`src/rtl/ps2_ascii_decoder.sv`:
```
// ps2_ascii_decoder: PS/2 set-2 scan-code to ASCII decoder.
// Prefix FSM (E0 / F0), optional modifier tracking and a first-word-fall-through
// output FIFO drained through a valid/ready handshake.
// Optional feature macro: PS2_ASCII_SHIFT_EN (shift / caps-lock letter case).
// Without it letters are always uppercase and the modifier outputs read 0.
//
// state     | meaning
// ----------+---------------------------------------------------------
// S_IDLE    | no prefix pending; a non-prefix byte is a make code
// S_EXT     | E0 seen; next non-prefix byte is an extended make (dropped)
// S_BRK     | F0 seen; next non-F0 byte is a break (modifier release)
// S_EXT_BRK | E0 F0 seen; next byte is an extended break (dropped)
module ps2_ascii_decoder #(
    parameter int DEPTH = 8,
    parameter int CW    = $clog2(DEPTH) + 1
) (
    input  logic          clk,
    input  logic          rst,
    input  logic          scan_valid,
    input  logic [7:0]    scan_code,
    output logic [7:0]    ascii,
    output logic          ascii_valid,
    input  logic          ascii_ready,
    output logic [CW-1:0] fifo_count,
    output logic          overflow,
    output logic          shift_active,
    output logic          caps_active
);

    localparam int AW = $clog2(DEPTH);
    localparam logic [AW:0] FULL_OCC = (AW + 1)'(DEPTH);

    localparam logic [7:0] CODE_EXT    = 8'hE0;
    localparam logic [7:0] CODE_BRK    = 8'hF0;
    localparam logic [7:0] CODE_LSHIFT = 8'h12;
    localparam logic [7:0] CODE_RSHIFT = 8'h59;
    localparam logic [7:0] CODE_CAPS   = 8'h58;

    typedef enum logic [1:0] {
        S_IDLE,
        S_EXT,
        S_BRK,
        S_EXT_BRK
    } state_t;

    state_t      state;
    state_t      state_nxt;
    logic        make_evt;
    logic        brk_evt;
    logic        upper;
    logic [8:0]  mapped;
    logic        push;
    logic        pop;
    logic        full;
    logic        push_ok;
    logic [AW:0] wr_ptr;
    logic [AW:0] rd_ptr;
    logic [AW:0] occ;
    logic [7:0]  mem [DEPTH];

    // Map a make code to {hit, byte}. Letters use the case selected by 'up'.
    function automatic logic [8:0] map_code(input logic [7:0] code, input logic up);
        logic       is_letter;
        logic [7:0] idx;
        logic [7:0] base;
        map_code  = 9'h000;
        is_letter = 1'b1;
        idx       = 8'd0;
        case (code)
            8'h1C: idx = 8'd0;
            8'h32: idx = 8'd1;
            8'h21: idx = 8'd2;
            8'h23: idx = 8'd3;
            8'h24: idx = 8'd4;
            8'h2B: idx = 8'd5;
            8'h34: idx = 8'd6;
            8'h33: idx = 8'd7;
            8'h43: idx = 8'd8;
            8'h3B: idx = 8'd9;
            8'h42: idx = 8'd10;
            8'h4B: idx = 8'd11;
            8'h3A: idx = 8'd12;
            8'h31: idx = 8'd13;
            8'h44: idx = 8'd14;
            8'h4D: idx = 8'd15;
            8'h15: idx = 8'd16;
            8'h2D: idx = 8'd17;
            8'h1B: idx = 8'd18;
            8'h2C: idx = 8'd19;
            8'h3C: idx = 8'd20;
            8'h2A: idx = 8'd21;
            8'h1D: idx = 8'd22;
            8'h22: idx = 8'd23;
            8'h35: idx = 8'd24;
            8'h1A: idx = 8'd25;
            default: is_letter = 1'b0;
        endcase
        base = up ? 8'h41 : 8'h61;
        if (is_letter) begin
            map_code = {1'b1, base + idx};
        end else begin
            case (code)
                8'h45: map_code = {1'b1, 8'h30};
                8'h16: map_code = {1'b1, 8'h31};
                8'h1E: map_code = {1'b1, 8'h32};
                8'h26: map_code = {1'b1, 8'h33};
                8'h25: map_code = {1'b1, 8'h34};
                8'h2E: map_code = {1'b1, 8'h35};
                8'h36: map_code = {1'b1, 8'h36};
                8'h3D: map_code = {1'b1, 8'h37};
                8'h3E: map_code = {1'b1, 8'h38};
                8'h46: map_code = {1'b1, 8'h39};
                8'h29: map_code = {1'b1, 8'h20};
                8'h5A: map_code = {1'b1, 8'h0D};
                8'h66: map_code = {1'b1, 8'h08};
                default: map_code = 9'h000;
            endcase
        end
    endfunction

    // Prefix FSM state register; reset abandons any partial prefix sequence.
    always_ff @(posedge clk) begin
        if (rst) begin
            state <= S_IDLE;
        end else begin
            state <= state_nxt;
        end
    end

    // Prefix FSM next state and make/break event decode.
    always_comb begin
        state_nxt = state;
        make_evt  = 1'b0;
        brk_evt   = 1'b0;
        if (scan_valid) begin
            case (state)
                S_IDLE: begin
                    if (scan_code == CODE_EXT) begin
                        state_nxt = S_EXT;
                    end else if (scan_code == CODE_BRK) begin
                        state_nxt = S_BRK;
                    end else begin
                        make_evt = 1'b1;
                    end
                end
                S_EXT: begin
                    if (scan_code == CODE_BRK) begin
                        state_nxt = S_EXT_BRK;
                    end else if (scan_code == CODE_EXT) begin
                        state_nxt = S_EXT;
                    end else begin
                        state_nxt = S_IDLE;
                    end
                end
                S_BRK: begin
                    if (scan_code == CODE_BRK) begin
                        state_nxt = S_BRK;
                    end else begin
                        state_nxt = S_IDLE;
                        brk_evt   = 1'b1;
                    end
                end
                S_EXT_BRK: state_nxt = S_IDLE;
                default:   state_nxt = S_IDLE;
            endcase
        end
    end

`ifdef PS2_ASCII_SHIFT_EN
    logic shift_l;
    logic shift_r;
    logic caps;
    logic caps_held;

    // Modifier tracking; caps only toggles on the first make of a hold so
    // typematic repeats leave it alone.
    always_ff @(posedge clk) begin
        if (rst) begin
            shift_l   <= 1'b0;
            shift_r   <= 1'b0;
            caps      <= 1'b0;
            caps_held <= 1'b0;
        end else if (make_evt) begin
            case (scan_code)
                CODE_LSHIFT: shift_l <= 1'b1;
                CODE_RSHIFT: shift_r <= 1'b1;
                CODE_CAPS: begin
                    if (!caps_held) begin
                        caps <= ~caps;
                    end
                    caps_held <= 1'b1;
                end
                default: ;
            endcase
        end else if (brk_evt) begin
            case (scan_code)
                CODE_LSHIFT: shift_l   <= 1'b0;
                CODE_RSHIFT: shift_r   <= 1'b0;
                CODE_CAPS:   caps_held <= 1'b0;
                default: ;
            endcase
        end
    end

    assign shift_active = shift_l | shift_r;
    assign caps_active  = caps;
    assign upper        = shift_active ^ caps_active;
`else
    // Breaks only matter for modifier release, which is absent in this build.
    logic unused_brk;
    assign unused_brk   = brk_evt;
    assign shift_active = 1'b0;
    assign caps_active  = 1'b0;
    assign upper        = 1'b1;
`endif

    assign mapped      = map_code(scan_code, upper);
    assign push        = make_evt & mapped[8];
    assign occ         = wr_ptr - rd_ptr;
    assign full        = (occ == FULL_OCC);
    assign ascii_valid = (occ != '0);
    assign pop         = ascii_valid & ascii_ready;
    assign push_ok     = push & (~full | pop);
    assign fifo_count  = CW'(occ);
    assign ascii       = ascii_valid ? mem[rd_ptr[AW-1:0]] : 8'h00;

    // FIFO pointers and sticky overflow; a full FIFO still accepts a push
    // when the head is being popped in the same cycle.
    always_ff @(posedge clk) begin
        if (rst) begin
            wr_ptr   <= '0;
            rd_ptr   <= '0;
            overflow <= 1'b0;
        end else begin
            if (push_ok) begin
                wr_ptr <= wr_ptr + 1'b1;
            end
            if (pop) begin
                rd_ptr <= rd_ptr + 1'b1;
            end
            if (push && full && !pop) begin
                overflow <= 1'b1;
            end
        end
    end

    // FIFO storage write; contents need no reset since the pointers gate reads.
    always_ff @(posedge clk) begin
        if (push_ok) begin
            mem[wr_ptr[AW-1:0]] <= mapped[7:0];
        end
    end

endmodule

```
`config.mk`:
```
export PLATFORM = sky130hd
export DESIGN_NAME = ps2_ascii_decoder
export DESIGN_NICKNAME = d
export VERILOG_FILES = /design/src/rtl/ps2_ascii_decoder.sv
export SDC_FILE = /design/constraint.sdc
export NUM_CORES = 1
export LEC_CHECK = 0
export ABC_AREA = 1
export CORE_ASPECT_RATIO = 1.4
export CORE_UTILIZATION = 55
export CTS_BUF_LIST = sky130_fd_sc_hd__clkbuf_4
export CTS_CLUSTER_SIZE = 12
export DETAILED_ROUTE_END_ITERATION = 12
export PLACE_DENSITY = 0.73
export SYNTH_ARGS = -nofsm -noshare
export SYNTH_HDL_FRONTEND = slang
export SYNTH_SLANG_ARGS = --single-unit
export TNS_END_PERCENT = 30
```
`constraint.sdc`:
```
create_clock -name clk -period 3.32 [get_ports clk]
set_clock_uncertainty 0.2 [all_clocks]
set_input_delay 0.332 -clock clk [delete_from_list [all_inputs] [get_ports clk]]
set_output_delay 0.332 -clock clk [all_outputs]
set_load 0.1 [all_outputs]
```
* Yosys cells after proc, flatten, opt, wreduce, memory -nomap -nowiden
Memories as Yosys holds them, arrays and structs flattened. A register that Yosys moved wholly into a read port is not among the register bits.
Cells that the tools add are included.
** Word-level totals
- Memories kept :: 1
- Bits in writable memories :: 64
- Word-level logic and storage cells :: 86
- Register bits after elaboration :: 11
- Bits of input ports :: 12
** Memories
- mem :: depth 8, bits a word 8, read ports 1, clocked after memory_dff 1, wr ports 1, line 59 : logic [7:0] mem [DEPTH];
** Operators by class
- Bitwise gates (word level) :: 5
- Equal/unequal tests :: 46
- Multiplexer cells :: 19
- Add/subtract/negate cells :: 4
- Reduce and logical (&&, ||, !) cells :: 7
** Operators by type and width (count)
- $eq A8 B6 Y1 const B :: 23
- $pmux W5 S25 :: 1
- $pmux W9 S13 :: 1
- $eq A8 B7 Y1 const B :: 9
- $eq A8 B5 Y1 const B :: 7
- $reduce_or A26 Y1 :: 1
- $eq A8 B8 Y1 const B :: 2
- $mux W9 :: 1
- $add A4 B1 Y4 const B :: 2
- $add A7 B8 Y8 const A :: 1
- $mux W1 :: 8
- $mux W2 :: 4
- $mux W8 :: 1
- $pmux W2 S4 :: 1
- $mux W3 :: 2
- $eq A2 B2 Y1 const B :: 2
- $eq A4 B4 Y1 const B :: 1
- $reduce_bool A4 Y1 :: 1
- $sub A4 B4 Y4 :: 1
- $and A1 B1 Y1 :: 3
- $ne A3 B3 Y1 const B :: 1
- $eq A2 B1 Y1 const B :: 1
- $logic_and A1 B1 Y1 :: 2
- $logic_not A2 Y1 :: 1
- 4 further kinds :: 4

* Depth between registers and ports, before layout
Gate-level depths: netlist of the first run.
- Word-level depth :: 9
- Mapped depth :: 14
- Depth with buffers taken out :: 14

* Worst setup path after synthesis of the first run
No wires, ideal clock.
- Kind :: reg2out
- Start point :: register wr_ptr[0]
- End point :: output ascii[6]
- Arrival time :: 5132 ps
- Setup slack :: -2344 ps
- Stages on the path, launching flop included :: 10
- Required time :: 2788 ps
- Buffers on the path :: 0
- Path through :: dfxtp_1 inv_1 ha_1 inv_1 fa_1 xor2_1 nor3_1 inv_1 nor2_4 a211oi_1
** On the way
- Cells in the longest elaborated chain, start to end :: 3
** Ends and longest elaborated chain
- start: declaration :: line 56 : logic [AW:0] wr_ptr;
- start signal: assignment :: line 236 : wr_ptr <= wr_ptr + 1'b1;
- $sub A4 B4 Y4 :: line 219 : assign occ = wr_ptr - rd_ptr;
- named net fifo_count[2] :: line 24 : output logic [CW-1:0] fifo_count,
- $reduce_bool A4 Y1 :: line 221 : assign ascii_valid = (occ != '0);
- $mux W8 :: line 225 : assign ascii = ascii_valid ? mem[rd_ptr[AW-1:0]] : 8'h00;
- end: declaration :: line 21 : output logic [7:0] ascii,
The timed path passes the listed nets, and every way through them passes these cells.

* Final worst setup path of the first run
- Start point :: register wr_ptr[0]
- End point :: output ascii[2]
** On the way
- Cells in the longest elaborated chain, start to end :: 3
** Ends and longest elaborated chain (line)
- $sub A4 B4 Y4 :: 219
- $reduce_bool A4 Y1 :: 221
- $mux W8 :: 225
No other way between the ends.

==> results of run 1 <==
## final timing paths
check                              start                     to  slack, ns
setup / recovery  wr_ptr[0]$_SDFFE_PP0P_               ascii[2]       0.22
hold / removal     overflow$_SDFFE_PP0P_  overflow$_SDFFE_PP0P_       0.27
setup reg to reg  wr_ptr[0]$_SDFFE_PP0P_    mem[5][2]$_DFFE_PP_       0.47
hold reg to reg    overflow$_SDFFE_PP0P_  overflow$_SDFFE_PP0P_       0.27
## critical path: cells and delay by family (launching register included)
family	cells	cell delay, ns
DFF	1	0.49
and+or+nand+nor	3	0.38
adders and majority gates	2	0.65
buffers and inverters	5	0.63
## per-layer routing
layer | routed length, microns | track usage [%] | up-vias
met4 | 123 | 6.94 | 0
met2 | 4650 | 48.8 | 89
met1 | 3530 | 30.2 | 1438
met5 | 0 | 0 | -
li1 | - | - | 1533
met3 | 295 | 4.86 | 14
## flip-flops by register name, indices dropped and copies added, names as in the netlist, named ones only
name and count:
wr_ptr 4, state 2, mem 56, rd_ptr 4
overflow 1
## cells in the final DEF (no fill, tap or decap), drive strengths merged
| master | instances |
|---|---|
| dfxtp | 14 |
| a32oi | 7 |
| nand3 | 12 |
| a211oi | 1 |
| fa | 1 |
| conb | 3 |
| bufinv | 2 |
| o21ai | 15 |
| clkdlybuf4s50 | 12 |
| nand4 | 12 |
| or2 | 2 |
| inv | 31 |
| nor3 | 7 |
| clkinvlp | 1 |
| xnor2 | 2 |
| ha | 6 |
| clkbuf | 9 |
| clkinv | 1 |
| nor4 | 2 |
| o211ai | 1 |
| nand2 | 155 |
| and3 | 1 |
| edfxtp | 56 |
| buf | 24 |
| a21oi | 24 |
| or3b | 1 |
| nor2 | 59 |
| a32o | 7 |
| a21o | 1 |
| xor2 | 3 |
| nand3b | 1 |
## layout make-up
type | count | area share [%]
clock buffer | 9 | 1.53
clock inverter | 7 | 2.37
inverter | 28 | 2.37
multi-input combinational | 323 | 38.0
sequential | 70 | 44.3
tap | 74 | 2.09
timing repair buffer | 36 | 9.32
## metrics by stage
stage	utilization, %	setup slack, ns	cell area (sq um)	total power [mW]
floorplan	-	0.0225	3830	1.91
global placement	64.5	0.257	4240	2.26
detailed placement	64.5	0.217	4240	2.27
CTS	67.1	0.0205	4410	2.91
global route	67.4	0.0129	4430	3.03
finish	67.4	0.223	4430	2.91
## power by group through the flow
stage | clock, mW | sequential [mW] | combinational, mW
detailed placement | 0 | 1.01 | 1.26
global placement | 0 | 1.01 | 1.25
CTS | 0.656 | 0.988 | 1.26
finish | 0.642 | 0.988 | 1.28
floorplan | 0 | 0.997 | 0.915
global route | 0.694 | 0.992 | 1.35
## kinds of logic (layout without fill, tap and decap cells)
logic type	after synthesis	in the layout
simple gates	252	252
flops	70	70
compound gates	56	56
buf+inv	42	80
fa+ha+maj	7	7
xor+xnor	5	5
other cells	1	3
==> run summary, run 1 <==
For this block, the routed nets add up to 8.59 mm of wire. The tools report the clock insertion delay at the later pin of the skew report as 0.41 ns. The worst hold path was traced through 2 stages.

The largest area contributor in the netlist was edfxtp_1. The tools report the cts-stage hold buffer count as 0. The tools report the initial core utilization as 57.2%. The buffer cell driving the clock tree root was clkbuf_4. Measured along the y axis, the die boundary spans 99.8 microns. Yosys attributes the largest share of cell area to edfxtp_1 (45%), nand2_1 (15%), dfxtp_1 (7.5%). In this run the count of I/O pins placed on the die edge is 28. The placement row count was 35. Of the total synthesized cell area, the portion taken by XOR and XNOR cells is 1.17%. On the worst path, the slowest cell contributes a delay of 0.49 ns.

The tools report the max-slew violation count as 0. The hold violation total from the final report came out at 0. A synthesized cell averages 8.67 sq um. By area, the combinational part of the netlist is dominated by simple AND/OR/NAND/NOR gates. The run gives 0 as the post-cts resize count. The run gives 35.8% as the relative slew slack. The run gives 545 as the layout filler cell count.

Global routing finished with a remaining overflow of 0. Post-synthesis async set-or-reset flop share: 0%. Across the run, the number of max-cap violations was 0. In this run, the number of DRC markers left after iteration 0 of detailed routing was 218. The via count of the first global-routing pass is 3041, and the number of cell instances on the worst register-to-register path is 11.

The synthesis-stage register bit count is 70, and the basic-gate share of the synthesized area counting and, or, nand and nor cells is 29.7%. Summing the areas of all compound-gate instances in the mapped netlist gives 9.30% of the synthesized area. The run gives 0 as the initial antenna violation count. The worst endpoint required time came out at 2.79 ns. Global routing used 26.1% of the available tracks.

Routability-driven placement finished with a final weighted congestion of 0.881. The die is 71.8 microns wide. The floorplan step defined a core boundary enclosing 0.00657 sq mm. Traced cell by cell, the critical path runs through inv_1, ha_1, inv_1, fa_2, nor3_1, inv_1, nor2_4, buf_12, nor2_2, buf_12.

For the wire length of the first global-routing pass, the log shows 14.2 mm. The peak fanout along the critical path came out at 8. For the pin with the worst max-slew slack, the measured transition is 0.961 ns. The number of nets at the end of the flow was 487.

Sequential elements use 52.2% of the synthesized area. STA classifies the critical path endpoint as a primary output. The CTS buffer count is 9.

By count the netlist is led by nand2_1 (146), edfxtp_1 (56), nor2_1 (50). Synthesis handed over a netlist of 433 instances. The tools report the worst hold slack across all endpoints as 0.268 ns. Net switching power: 1.24 mW. The longest clock path from root to sink contains 2 buffers.

The die covers 0.00717 sq mm. The proportion of total power due to net switching was 42.5%. TritonCTS built the clock tree.

The overall via count from detail_route is 3074, and the fraction of power consumed by sequential logic is 33.9%. The via-per-instance ratio was 5.62; the number of buffers inserted by post-CTS setup repair was 0. The number of cells in the finished layout apart from fillers was 547. The final critical delay including setup and external delays is 3.10 ns. The most frequent cell on the critical path is inv_1. The instance count after placement with tap cells included was 530. Largest net degree at the start of global routing: 29. After detailed routing, the average wire length per cell comes to 15.7 microns. Mux contribution to synthesized area: 0%.

Dividing total power by cell area gives a power density of 657 mW/mm^2. In the post-synthesis netlist, the cell with the most instances is nand2_1. The run gives 1.67 mW as the internal power consumption.

The final number of setup-violating endpoints came out at 0. Setup repair after global routing left no endpoint under its margin. The synthesized design contains 56 enable-type register cells. The H-tree generated during clock tree synthesis spans 3 levels.

The worst setup path is of the register to primary output kind. Dividing the final minimum period by the clock period gives 93.3%. The run gives 660 uV as the maximum ir drop on the vdd rail.

In this run the remaining antenna-violating nets after routing total 0. The HPWL after detailed placement is 6.37 mm. Nature of the critical path startpoint: a register.

The clock drives 70 sinks. The first detailed-routing pass ran for 5 iterations. Summing the areas of all fa, ha and maj instances in the mapped netlist gives 2.53% of the synthesized area. Synthesis instantiated 38 different standard cells from the library. Based on the critical path, the design can be clocked at up to 323 MHz. Leading register cell type out of synthesis: edfxtp_1.

Clock-pin slew was measured on the worst setup and hold paths at 0.13 ns. The flow ran to the end, and the final reports show no timing, DRC or antenna violations. The area used by sequential logic in the layout is 0.00196 sq mm, and the total of buffers placed on input and output ports is 24. The relative contribution of combinational cells to total power is 44.0%.

The yosys synthesis warning count is 0, and the growth of design area from synthesis to finish is 17.9%. Summed over all cells, the static leakage comes to 1.87 nW. The logs give 0 for the total inserted antenna cells and 0 for the number of remaining DRC errors.

For this design, the slowest cell found on the critical path is dfxtp_1. STA puts the critical path data arrival time at 2.56 ns. Summed over all failing endpoints, the final setup total negative slack is 0 ns. The clock network burns 22.0% of the power. The worst hold-check path type was register to register. Of the cells placed in the final design, the portion with a size suffix greater than 1 is 16.9%. Summing every instance area after synthesis gives 0.00375 sq mm. The share of the synthesized area in the top cell type came out at 44.8%. In the final layout, the multi-input gates occupy 0.00168 sq mm.
Note: power is estimated with default switching activity, not from simulation.
==> inputs of run 2 (changes only) <==
HOLD_SLACK_MARGIN = 0.08   (was not set)
==> results of run 2 <==
Same layout as run 1: the final DEF is identical, and so are final timing and power.
